## src/rtl/sent_rx_frame_ctrl.sv

```systemverilog
// SENT receive frame controller: tracks frame position from measured periods,
// checks CRC4, delivers frames and assembles the 16-frame short serial message.
module sent_rx_frame_ctrl #(
  parameter int NIBBLES  = 6,
  parameter int PAUSE_EN = 0,
  parameter int TICK_W   = 10
) (
  input  logic              clk_rx,
  input  logic              reset,
  input  logic              pulse_valid,
  input  logic [TICK_W-1:0] pulse_ticks,
  output logic              frame_valid,
  output logic [3:0]        status_out,
  output logic [23:0]       data_out,
  output logic [3:0]        crc_out,
  output logic              crc_error,
  output logic              nibble_error,
  output logic              sync_error,
  output logic              msg_valid,
  output logic [15:0]       msg_data
);

  typedef enum logic [2:0] {IDLE, STATUS, DATA, CRC, PAUSE, WAIT_SYNC} state_t;

  localparam logic [3:0] CRC_SEED = 4'b0101;

  // One nibble of CRC4 (x^4+x^3+x^2+1), MSB first.
  function automatic logic [3:0] crc_step(input logic [3:0] crc, input logic [3:0] nib);
    logic [3:0] c;
    logic       fb;
    c = crc;
    for (int i = 3; i >= 0; i--) begin
      fb = c[3] ^ nib[i];
      c  = {c[2:0], 1'b0} ^ (fb ? 4'b1101 : 4'b0000);
    end
    return c;
  endfunction

  state_t      state_reg;
  logic [3:0]  crc_acc_reg;
  logic [2:0]  nib_cnt_reg;
  logic [3:0]  status_reg;
  logic [23:0] data_shadow_reg;
  logic [3:0]  msg_cnt_reg;
  logic [15:0] msg_shift_reg;

  logic [31:0]       ticks32;
  logic [TICK_W-1:0] nib_diff;
  logic [3:0]        nib_val;
  logic              is_sync;
  logic              is_nib;
  logic              is_pause;
  logic              crc_bad;

  assign ticks32  = 32'(pulse_ticks);
  assign nib_diff = pulse_ticks - TICK_W'(12);
  assign nib_val  = nib_diff[3:0];
  assign is_sync  = (ticks32 == 32'd56);
  assign is_nib   = (ticks32 >= 32'd12) && (ticks32 <= 32'd27);
  assign is_pause = (ticks32 >= 32'd12) && (ticks32 <= 32'd768);
  assign crc_bad  = (crc_step(crc_acc_reg, 4'h0) != nib_val);

  always_ff @(posedge clk_rx or posedge reset) begin
    if (reset) begin
      state_reg       <= IDLE;
      crc_acc_reg     <= CRC_SEED;
      nib_cnt_reg     <= '0;
      status_reg      <= '0;
      data_shadow_reg <= '0;
      msg_cnt_reg     <= '0;
      msg_shift_reg   <= '0;
      frame_valid     <= 1'b0;
      status_out      <= '0;
      data_out        <= '0;
      crc_out         <= '0;
      crc_error       <= 1'b0;
      nibble_error    <= 1'b0;
      sync_error      <= 1'b0;
      msg_valid       <= 1'b0;
      msg_data        <= '0;
    end else begin
      frame_valid  <= 1'b0;
      nibble_error <= 1'b0;
      sync_error   <= 1'b0;
      msg_valid    <= 1'b0;
      if (pulse_valid) begin
        // A sync in any state except IDLE/PAUSE/WAIT_SYNC is a resync into STATUS.
        if (is_sync) begin
          state_reg       <= STATUS;
          crc_acc_reg     <= CRC_SEED;
          nib_cnt_reg     <= '0;
          data_shadow_reg <= '0;
        end else begin
          case (state_reg)
            IDLE: ;
            STATUS: begin
              if (is_nib) begin
                status_reg <= nib_val;
                state_reg  <= DATA;
              end else begin
                nibble_error <= 1'b1;
                msg_cnt_reg  <= '0;
                state_reg    <= IDLE;
              end
            end
            DATA: begin
              if (is_nib) begin
                data_shadow_reg <= {data_shadow_reg[19:0], nib_val};
                crc_acc_reg     <= crc_step(crc_acc_reg, nib_val);
                if (nib_cnt_reg == 3'(NIBBLES - 1)) state_reg <= CRC;
                else nib_cnt_reg <= nib_cnt_reg + 3'd1;
              end else begin
                nibble_error <= 1'b1;
                msg_cnt_reg  <= '0;
                state_reg    <= IDLE;
              end
            end
            CRC: begin
              if (is_nib) begin
                frame_valid <= 1'b1;
                status_out  <= status_reg;
                data_out    <= data_shadow_reg;
                crc_out     <= nib_val;
                crc_error   <= crc_bad;
                state_reg   <= (PAUSE_EN != 0) ? PAUSE : WAIT_SYNC;
                // Serial message: bit 3 marks frame 1, bit 2 carries the payload.
                if (crc_bad) begin
                  msg_cnt_reg <= '0;
                end else if (status_reg[3]) begin
                  msg_shift_reg <= {15'b0, status_reg[2]};
                  msg_cnt_reg   <= 4'd1;
                end else if (msg_cnt_reg != 4'd0) begin
                  msg_shift_reg <= {msg_shift_reg[14:0], status_reg[2]};
                  if (msg_cnt_reg == 4'd15) begin
                    msg_valid   <= 1'b1;
                    msg_data    <= {msg_shift_reg[14:0], status_reg[2]};
                    msg_cnt_reg <= '0;
                  end else begin
                    msg_cnt_reg <= msg_cnt_reg + 4'd1;
                  end
                end
              end else begin
                nibble_error <= 1'b1;
                msg_cnt_reg  <= '0;
                state_reg    <= IDLE;
              end
            end
            PAUSE: begin
              if (is_pause) begin
                state_reg <= WAIT_SYNC;
              end else begin
                sync_error  <= 1'b1;
                msg_cnt_reg <= '0;
                state_reg   <= IDLE;
              end
            end
            WAIT_SYNC: begin
              sync_error  <= 1'b1;
              msg_cnt_reg <= '0;
              state_reg   <= IDLE;
            end
            default: state_reg <= IDLE;
          endcase
        end
      end
    end
  end

endmodule

```

## config.mk

```make
export PLATFORM = sky130hd
export DESIGN_NAME = sent_rx_frame_ctrl
export DESIGN_NICKNAME = d
export VERILOG_FILES = /design/src/rtl/sent_rx_frame_ctrl.sv
export SDC_FILE = /design/constraint.sdc
export NUM_CORES = 1
export LEC_CHECK = 0
export CAP_MARGIN = 20
export CORE_ASPECT_RATIO = 0.5
export CORE_MARGIN = 2
export CORE_UTILIZATION = 55
export DETAILED_ROUTE_END_ITERATION = 6
export PLACE_DENSITY = 0.8
export REMOVE_ABC_BUFFERS = 1
export SLEW_MARGIN = 10
export SYNTH_ARGS = -nofsm -noshare
export SYNTH_HDL_FRONTEND = slang
export SYNTH_SLANG_ARGS = --single-unit
```

## constraint.sdc

```tcl
create_clock -name clk_rx -period 5.6 [get_ports clk_rx]
set_input_delay 0.56 -clock clk_rx [delete_from_list [all_inputs] [get_ports clk_rx]]
set_output_delay 0.56 -clock clk_rx [all_outputs]
set_load 0.02 [all_outputs]
```

==> run summary <==
The top-area cell type share of the netlist area was 55.12%. The placer congestion estimate was 0.9285. For this run, the share of the core covered by cells in the final layout is 68.53%.

The TritonCTS sink count was 110. The multiplexer share of the synthesized area came out at 17.07%. The fraction of power spent switching nets was 22.69%; the height of the chip was 70.77 um.

The critical path goes through clkdlybuf4s50_1, or4_1, a211oi_4, nand3_2, nor4_1, and2_1, mux2_2. The count of maximum capacitance violations is 0, and the fraction of synthesis flops using an asynchronous set or reset pin is 100.0%. The slack of the worst reg-to-reg path came out at 2840 ps. Power comes to 1565 uW.

The dominant combinational cell family by area after synthesis was multiplexers. VDD sags by at most 149.3 uV. Summing the areas of all compound-gate instances in the mapped netlist gives 9.594% of the synthesized area.

After floorplanning, the core was divided into 24 placement rows. The die covers 9732 sq um. The post-synthesis simple-gate area fraction was 9.543%; the effective utilization at floorplan was 56.50%. Of the available clock period, the critical path in the final layout requires 63.78%. The tools report the number of antenna-violating nets in the routed design as 0. The tools report the number of slew-limit violations in the final report as 0. The core region is 8678 sq um.

Register bit count reported by yosys: 110. The largest individual stage delay along the critical path comes from the cell and2_1. The flow ran to the end, and the final reports show no timing, DRC or antenna violations. The total inserted antenna cells was 0; the net count of the finished layout was 448.

Synthesis produced a netlist whose cell count is 367. Summed over all nets, the switching power comes to 355.2 uW. The worst setup path is launched from an input pin. The clock period minus worst slack was 3572 ps. Static timing analysis puts the maximum clock frequency at 0.2800 GHz. Entering global routing, the biggest net connects 64 pins.

The adder and majority cell fraction of the synthesized area is 1.990%. The number of gates resized after CTS was 0. The Yosys step of the flow raised 0 warnings. The number of cells traversed by the worst hold path is 1, and the worst clock skew on the final layout is 7.339 ps. Most numerous cell in the Yosys netlist: dfrtp_1. Per report_power, the clock group accounts for 42.5% of the total. Setup repair after global routing left no endpoint under its margin.

Number of buffer cells added on primary ports: 65. The total count of hold-check failures in the final report is 0. Classification of the worst setup path: in2reg. The number of different library cells in the post-synthesis netlist is 53. The terminus of the critical flop-to-flop path was msg_shift_reg[10]$_DFFE_PP0P_. Cell internal power was estimated by the tool at 1210 uW. For this run, the leading register cell type out of synthesis is dfrtp_1. At the pin with the least slew margin, the transition time is 1007 ps.

The area growth from synthesis to layout was 21.28%; the post-route setup TNS was 0 ps. The share of post-route cells with drive strength above 1 is 23.79%, and the length of the first detailed-routing pass in iterations is 4. The buffering stage count on the worst path with inverters included works out to 1.

Buffers added to address setup during post-CTS repair amount to 0. The multi-input gate area in the final layout was 2011 sq um; the total number of vias was 3172. Dividing the detail-routed wire length by the instance count gives 17.54 um. The sequential cells in the finished layout cover a total of 2755 sq um. At the later pin of the worst-skew pair, clock insertion delay measures 350 ps. Of the synthesized area, sequential elements account for 56.19%. Measured along the x axis, the die boundary spans 137.5 um. Counting the buffers created by CTS gives 9. For this run, design rule violations remaining after detail routing come to 0.

On the worst path, the slowest cell contributes a delay of 740 ps. Headroom to the max-slew limit came out at 32.72%. The cell sitting at the root of the clock tree is a clkbuf_16. TritonCTS built the clock tree.

Total half-perimeter wirelength after legalization and detailed placement: 6.689 mm. At the worst endpoint, the required time is 5840 ps. In this run the mean area of a mapped cell was 13.36 sq um. The via count of the first global-routing pass was 3266. Worst hold-check path type: reg2reg. The run gives 3810 ps as the arrival time of the worst setup path. The tools report the nature of the critical path endpoint as a flip-flop. The global-route wire length before repair is 16.63 mm, and the average via count per standard cell is 5.767. After detailed routing, the total wire length is 9.648 mm. The worst hold path terminates at status_reg[0]$_DFFE_PP0P_. For the number of filler cells placed in the layout, the log shows 597. The tools report the area of the mapped netlist as 4903 sq um. The share of total power dissipated in sequential elements is 52.1%. The run gives 0.002786 uW as the leakage power total. The commonest cells after synthesis are dfrtp_1, mux2_2, a22o_1. The post-CTS clock slew at the launch and capture registers of the worst setup and hold paths is 70 ps. The origin of the worst min-delay path was status_reg[0]$_DFFE_PP0P_. Summed over all layers, the global routing overflow is 0. The DRC marker count from the first detailed-route iteration came out at 200.

The largest fanout on the critical path works out to 15. Buffers inserted to repair hold after CTS numbered 0. The tools report the number of levels in the clock H-tree as 3.

The overall routing resource usage is 22.06%, and the power density normalized to cell area is 263.2 nW/um^2. The depth of the most critical reg-to-reg path came out at 6. Initial antenna violation count: 0. The tools report the part of the total power dissipated in combinational logic as 5.4%.

In this run the count of I/O pins placed on the die edge is 66. Among cell families on the critical path, the largest total delay comes from simple AND/OR/NAND/NOR gates. The tools report the worst hold slack across all endpoints as 507.6 ps. Of the total synthesized cell area, the portion taken by XOR and XNOR cells is 2.628%. In this run, synthesis inferred 0 flip-flops with an integrated enable. The startpoint identified for the worst register-to-register timing path is crc_acc_reg[1]$_DFFE_PP0P_. The cell accounting for the most synthesized area is dfrtp_1. Setup violations remaining at the end of the flow were counted as 0.

After synthesis, the cell types taking the most area are dfrtp_1, mux2_2, mux2_4, a22o_1, nor2b_1. The number of buffers between clock root and the deepest sink was 2.
power by group through the flow:
| stage | sequential, uW | clock (uW) | combinational [uW] |
|---|---|---|---|
| 3_5_place_dp | 831 | 0 | 84.4 |
| 2_1_floorplan | 829 | 0 | 50.8 |
| 3_3_place_gp | 829 | 0 | 78.9 |
| 5_1_grt | 817 | 716 | 93.4 |
| 4_1_cts | 815 | 676 | 84.5 |
| 6_report | 816 | 665 | 84.5 |
how the worst max path moves through the flow:
stage | start | endpoint | depth (start not counted)
global placement | pulse_ticks[7] | msg_shift_reg[13]$_DFFE_PP0P_ | 7
detailed placement | pulse_ticks[7] | msg_shift_reg[12]$_DFFE_PP0P_ | 7
floorplan | reset | crc_acc_reg[1]$_DFFE_PP0P_ | 1
global route | pulse_ticks[2] | msg_shift_reg[12]$_DFFE_PP0P_ | 9
finish | pulse_ticks[7] | msg_shift_reg[10]$_DFFE_PP0P_ | 7
CTS | pulse_ticks[7] | msg_shift_reg[10]$_DFFE_PP0P_ | 7
layer usage:
layer | part of all wire, % | global-route usage [%] | vias to the layer above
met5 | 0 | 0 | -
met4 | 1.3 | 6.644 | 0
met3 | 4.9 | 6.595 | 15
met2 | 49 | 35.93 | 91
met1 | 44 | 28.94 | 1619
li1 | - | - | 1447
through the flow:
stage | worst slack (ps) | cells | area, sq um
global placement | 1854 | 532 | 5610
finish | 2028 | 550 | 5947
CTS | 2077 | 548 | 5927
global route | 1819 | 550 | 5947
detailed placement | 1709 | 532 | 5610
floorplan | 2141 | 348 | 4787
kinds of logic (layout without fill, tap and decap cells):
group | Yosys count | count (layout)
buf+inv | 27 | 93
flops | 110 | 110
simple gates | 79 | 79
fa+ha+maj | 8 | 8
compound gates | 62 | 62
mux | 68 | 68
xor+xnor | 13 | 13
cell usage in the layout (no fill, tap or decap), types with 9 or more instances in the layout:
cell type and n:
dfrtp_1 108, clkdlybuf4s50_1 65, mux2_2 49, a22o_1 24, mux2_4 19, nor2b_1 17, nand2_1 16, o21ai_0 14
nor2_1 10, clkbuf_16 9
final cells by class:
type	count	area share (%)
clock buffers	11	4.250
clock inverters	5	1.073
inverters	8	0.5470
multi-input cells	230	33.81
flip-flops and latches	110	46.33
well taps	117	2.462
repair buffers	69	11.53
(Power assumes the default switching activity.)
